`config.mk`:
```
export PLATFORM = sky130hd
export DESIGN_NAME = rgb565_packer
export DESIGN_NICKNAME = d
export VERILOG_FILES = /design/src/rtl/rgb565_packer.sv
export SDC_FILE = /design/constraint.sdc
export NUM_CORES = 1
export LEC_CHECK = 0
export ABC_CLOCK_PERIOD_IN_PS = 3300
export CELL_PAD_IN_SITES_DETAIL_PLACEMENT = 0
export CELL_PAD_IN_SITES_GLOBAL_PLACEMENT = 1
export CORE_ASPECT_RATIO = 1.1
export CORE_MARGIN = 2
export CORE_UTILIZATION = 53
export DETAILED_ROUTE_END_ITERATION = 7
export DONT_BUFFER_PORTS = 1
export GPL_ROUTABILITY_DRIVEN = 0
export PLACE_DENSITY = 0.94
export REMOVE_ABC_BUFFERS = 1
export SLEW_MARGIN = 20
export SYNTH_ARGS = -nofsm -noshare
export SYNTH_HDL_FRONTEND = slang
export SYNTH_SLANG_ARGS = --single-unit
```
`constraint.sdc`:
```
create_clock -name clock -period 3.3 [get_ports clock]
set_clock_uncertainty 0.2 [all_clocks]
set_input_delay 0.495 -clock clock [delete_from_list [all_inputs] [get_ports clock]]
set_output_delay 0.495 -clock clock [all_outputs]
set_load 0.005 [all_outputs]
```
`src/rtl/rgb565_packer.sv`:
```
// RGB565 pixel-to-word packer for the CSI-2 transmit path.
// Packs two pixels per 32-bit payload word and reports each line's byte count.
module rgb565_packer #(
    parameter logic [15:0] PAD_PIXEL   = 16'h0000,
    parameter int          COUNT_WIDTH = 16
) (
    input  logic                   clock,
    input  logic                   reset_n,
    input  logic [15:0]            pixel,
    input  logic                   pixel_valid,
    input  logic                   pixel_last,
    output logic                   pixel_ready,
    output logic [31:0]            image_data,
    output logic                   image_data_enable,
    output logic                   image_data_last,
    output logic [3:0]             image_data_strb,
    input  logic                   image_data_ready,
    output logic [COUNT_WIDTH-1:0] line_bytes
);

    typedef enum logic {
        EMPTY,
        HALF
    } state_t;

    state_t                 state;
    state_t                 state_next;
    logic [15:0]            held;
    logic [15:0]            held_next;
    logic                   load;
    logic [31:0]            word_next;
    logic [3:0]             strb_next;
    logic                   last_next;
    logic                   accept;
    logic                   transfer;
    logic [COUNT_WIDTH-1:0] count;
    logic [COUNT_WIDTH-1:0] count_inc;
    logic [COUNT_WIDTH:0]   count_sum;

    assign pixel_ready = !image_data_enable || image_data_ready;
    assign accept      = pixel_valid && pixel_ready;
    assign transfer    = image_data_enable && image_data_ready;

    // Saturating +2 so an oversized line never wraps back to a small count.
    assign count_sum = {1'b0, count} + {{(COUNT_WIDTH-1){1'b0}}, 2'd2};
    assign count_inc = count_sum[COUNT_WIDTH] ? '1 : count_sum[COUNT_WIDTH-1:0];

    always_comb begin
        state_next = state;
        held_next  = held;
        load       = 1'b0;
        word_next  = image_data;
        strb_next  = image_data_strb;
        last_next  = image_data_last;
        unique case (state)
            EMPTY: begin
                if (accept) begin
                    if (pixel_last) begin
                        load      = 1'b1;
                        word_next = {PAD_PIXEL, pixel};
                        strb_next = 4'b0011;
                        last_next = 1'b1;
                    end else begin
                        held_next  = pixel;
                        state_next = HALF;
                    end
                end
            end
            HALF: begin
                if (accept) begin
                    load       = 1'b1;
                    word_next  = {pixel, held};
                    strb_next  = 4'b1111;
                    last_next  = pixel_last;
                    state_next = EMPTY;
                end
            end
            default: state_next = EMPTY;
        endcase
    end

    always_ff @(posedge clock or negedge reset_n) begin
        if (!reset_n) begin
            state <= EMPTY;
            held  <= '0;
        end else begin
            state <= state_next;
            held  <= held_next;
        end
    end

    // A load may overwrite a word in the same cycle it transfers.
    always_ff @(posedge clock or negedge reset_n) begin
        if (!reset_n) begin
            image_data        <= '0;
            image_data_enable <= 1'b0;
            image_data_last   <= 1'b0;
            image_data_strb   <= '0;
        end else if (load) begin
            image_data        <= word_next;
            image_data_enable <= 1'b1;
            image_data_last   <= last_next;
            image_data_strb   <= strb_next;
        end else if (transfer) begin
            image_data_enable <= 1'b0;
        end
    end

    always_ff @(posedge clock or negedge reset_n) begin
        if (!reset_n) begin
            count      <= '0;
            line_bytes <= '0;
        end else if (accept) begin
            if (pixel_last) begin
                line_bytes <= count_inc;
                count      <= '0;
            end else begin
                count <= count_inc;
            end
        end
    end

endmodule

```
Word level (Yosys, flattened, before mapping)
Cells that the tools add are included.
- register bits: 87
- input port bits: 21
- output and inout bits: 55
- logic and storage cells: 46
- add/sub/neg operators: 1
- equal/unequal tests: 3
- multiplexer cells: 24
- bitwise operators: 2
- reduce and logical (&&, ||, !) cells: 8
- operators by type and width (kind ; count):
    32-bit two-way mux ; 3
    32-bit one-hot mux with 2 select lines ; 1
    16-bit two-way mux ; 2
    16-bit by 2-bit adder with 17-bit output, second input constant ; 1
    4-bit two-way mux ; 3
    1-bit two-way mux ; 11
    4-bit one-hot mux with 2 select lines ; 1
    1-bit one-hot mux with 2 select lines ; 3
    2-bit inequality test, second input constant ; 2
    4-bit AND reduction ; 1
    3-bit AND reduction ; 1
    1-bit logical AND ; 2
    2-bit by 1-bit inequality test with 1-bit output, second input constant ; 1
    1-bit NOT ; 2
    2-bit AND reduction ; 1
    2-bit nonzero test ; 1
    1-bit logical NOT ; 1
    1-bit logical OR ; 1

Depth between registers and ports, before layout
- depth after elaboration: 6
- depth in mapped cells: 7
- depth with buffers taken out: 5

Worst setup path before layout
No wires, ideal clock.
- kind: input -> register
- start: in image_data_ready
- end: reg image_data[23]
- setup time: 0.121 ns
- data arrival time: 1.684 ns
- required time: 2.979 ns
- setup slack: 1.295 ns
- cell stages on the path: 6
- path buffers: 2
- cell sequence: and2b_1 -> clkinv_1 -> and3_1 -> buf_2 -> buf_2 -> a22o_1
- word-level cells in the longest chain between the ends: 5
- elaborated cells on any way between the ends: 8
- classes of those cells: eq/ne: 2; mux: 3; reduce/logical: 3
- ends and longest elaborated chain (item ; RTL line ; source):
    start, declared ; 17 ; input logic image_data_ready,
    1-bit logical OR * ; 40 ; assign pixel_ready = !image_data_enable || image_data_ready;
    net pixel_ready ; 12 ; output logic pixel_ready,
    1-bit logical AND * ; 41 ; assign accept = pixel_valid && pixel_ready;
    1-bit two-way mux, on equally long branches ; 70, 57 ;
    1-bit one-hot mux with 2 select lines ; 55 ; unique case (state)
    4-bit AND reduction (no line) * ; - ;
    end signal, assigned ; 100 ; image_data <= word_next;
    end, declared ; 13 ; output logic [31:0] image_data,
Mark *: on every way through the listed nets, which the timed path passes. The rest lies on a longest branch.
A chain may end at the register's enable or synchronous reset.

Worst setup path in the final report
- start: reg count[4]
- end: reg line_bytes[11]
- word-level cells in the longest chain between the ends: 2
- ends and longest elaborated chain (item ; RTL line ; source):
    start, declared ; 36 ; logic [COUNT_WIDTH-1:0] count;
    start signal, assigned ; 118 ; count <= count_inc;
    16-bit by 2-bit adder with 17-bit output ; 45 ; assign count_sum = {1'b0, count} + {{(COUNT_WIDTH-1){1'b0}}, 2'd2};
    16-bit two-way mux ; 46 ; assign count_inc = count_sum[COUNT_WIDTH] ? '1 : count_sum[COUNT_WIDTH-1:0];
    end signal, assigned ; 115 ; line_bytes <= count_inc;
    end, declared ; 18 ; output logic [COUNT_WIDTH-1:0] line_bytes
No other way between the ends.

==> flow_summary.ini <==
[clocking]
post_cts_buffers = 0
cts_buffers = 9
tritoncts = built
clk_pin_slew_ns = 0.08
cts_num_sinks = 85
insertion_delay_ns = 0.35
post_cts_resized = 0
clockBufferDepth = 2
htreeDepth = 3
clockRootBuffer = clkbuf_8

[timing]
rsz0062_at_grt = no
setup_viol = 0
final.setup.worst_slack_ns = 1.046
maxSlewHeadroom_pct = 42.08
timing.fmax_mhz = 443.7
tightest_slew_ns = 0.8656
period_share_pct = 68.30
setup_tns_ns = 0
final-hold-violation-count = 0
maxSlewViolCount = 0
fin_hold_ws_ns = 0.04131
post-route-min-period_ns = 2.254

[drt]
wl_um = 7589
via_per_inst = 6.148
vias = 2539
wl_met1_um = 3254
wl_per_cell_um = 18.38
drt_pass1_iterations = 4
drt_iter0_drc = 137
dr_wl_met2_um = 3718
post-route-drc-count = 0
topRoutingLayerUsed = met4
ant_nets = 0
wl_met3_um = 493

[setup_path]
required_ns = 3.37
critPathCaptureType = flop
critical_path.startpoint_type = flop
cp_max_fo = 14
worstSetupPathType = reg2reg
worstPathArrival_ns = 2.32

[placed_design]
io_buffer_count = 0
dpl_cell_area_um2 = 3761
preCtsSetupSlack_ns = 0.9132
dp_hpwl_um = 4898

[final_layout]
final_cell_mix = dfrtp_1 (85), nand2_1 (28), o21ai_0 (25)
area_delta_synth_final_pct = 5.627
n_antenna_cell = 0
fillerInstances = 608
drive_above_1_share_pct = 14.02
fin_util_pct = 57.31
final_common_cell = dfrtp_1
num-nets-final = 345
final_cell_area_um2 = 3993

[floorplanning]
die_y_um = 92.57
initial_core_util_pct = 54.26
die_w_um = 84.52
io_pins = 76
rows = 32
dieArea_um2 = 7824
core-area_um2 = 6967

[power]
power_density_nw_per_um2 = 627.0
power.leakage_nw = 1.696
ir_drop_mv = 0.3692

[synth]
postSynthAreaPerCell_um2 = 11.25
yosysSeqAreaShare_pct = 56.27
postSynthCellCount = 336
async_flop_share_pct = 100.0
synth_edf_count = 0
ys.flop_type = dfrtp_1
synth_cell_type_count = 46
synth-seq-cells = 85
syn_area_um2 = 3780
synth_warnings = 0

[grt]
grt_max_degree = 86
antenna_found_initial = 0
grt_pass1_wl_um = 12830
grt_pass1_vias = 2528
grt.total_usage_pct = 20.76
grt-ovfl-total = 0

[worst_hold_path]
hp-class = in2reg

[run_status]
status = complete, no violations

[job]
drv_cap = 0
## through the flow
stage	instances	total power, W
global placement	395	0.001771
CTS	413	0.002531
finish	413	0.002503
global route	413	0.002649
floorplan	308	0.001687
detailed placement	395	0.001797
## state kept, by name, summed over array words and instances (netlist names)
name,cells
image_data_last,1
image_data_enable,1
image_data_strb,2
line_bytes,16
count,16
held,16
state,1
image_data,32
## worst max-delay path, stage by stage, from the launching register on
cell     delay (ns)
dfrtp_1        0.48
nand3_2        0.31
nor4_4         0.70
nand2_4        0.25
a31oi_1        0.23
## cells by family (layout without fill, tap and decap cells)
| logic type | count (synthesis) | after routing | synth area share (%) |
|---|---|---|---|
| xor+xnor | 10 | 10 | 2.317 |
| buf+inv | 35 | 27 | 4.402 |
| flops | 85 | 85 | 56.27 |
| simple gates | 84 | 84 | 11.92 |
| mux | 33 | 33 | 9.268 |
| compound gates | 88 | 88 | 15.49 |
| fa+ha+maj | 1 | 1 | 0.3310 |
## per-layer routing
metal,vias up,track usage (%)
li1,1189,-
met1,1250,27.09
met2,90,32.94
met3,10,5.526
met4,0,8.730
met5,-,0
## power by group
group | internal, W | switching (W) | total [W] | leakage (nW)
Sequential | 0.00126 | 0.000175 | 0.00144 | 1.07
Combinational | 0.000179 | 0.000179 | 0.000358 | 0.533
Clock | 0.000321 | 0.000388 | 0.000710 | 0.0926
Total | 0.00176 | 0.000743 | 0.00250 | 1.70
## synthesized netlist by cell type, drive strengths merged (3+ instances only)
cell	instances	area, um^2
a211oi	3	22.52
nand2	29	116.4
nor4	4	46.29
nor3	11	65.06
dfrtp	85	2127
xnor2	8	70.07
a21oi	11	55.05
a22o	18	157.7
inv	6	22.52
a31oi	18	112.6
clkbuf	12	45.04
o21ai	25	125.1
mux2	16	180.2
mux2i	17	170.2
and3	3	18.77
buf	16	95.09
nor2	19	71.32
nand3	9	67.57
## path summary, 6_finish.rpt
kind / from / end / slack, ns / cells after the start
max: count[4] / line_bytes[11] / 1.05 / 4
min: pixel_last / count[2] / 0.04 / 1
max reg2reg: count[4] / line_bytes[11] / 1.05 / 4
min reg2reg: held[10] / held[10] / 0.31 / 1
max in group asynchronous: reset_n / image_data[30] / 2.05 / 2
min in group asynchronous: reset_n / line_bytes[8] / 0.51 / 2
## repair_timing
action / CTS / global route
endpoints found under the setup margin: 0 / 0
endpoints found under the hold margin: 85 / 0
hold buffers: 2 / 0
## final cells by class
type	count	area (um^2)	share of cell area, %
Timing Repair Buffer	4	52.55	1.316
Clock buffer	11	151.4	3.792
Multi-Input combinational cell	216	1488	37.26
Sequential cell	85	2127	53.27
Inverter	7	26.28	0.6581
Tap cell	85	106.4	2.664
Clock inverter	5	41.29	1.034
Note: power is estimated with default switching activity, not from simulation.
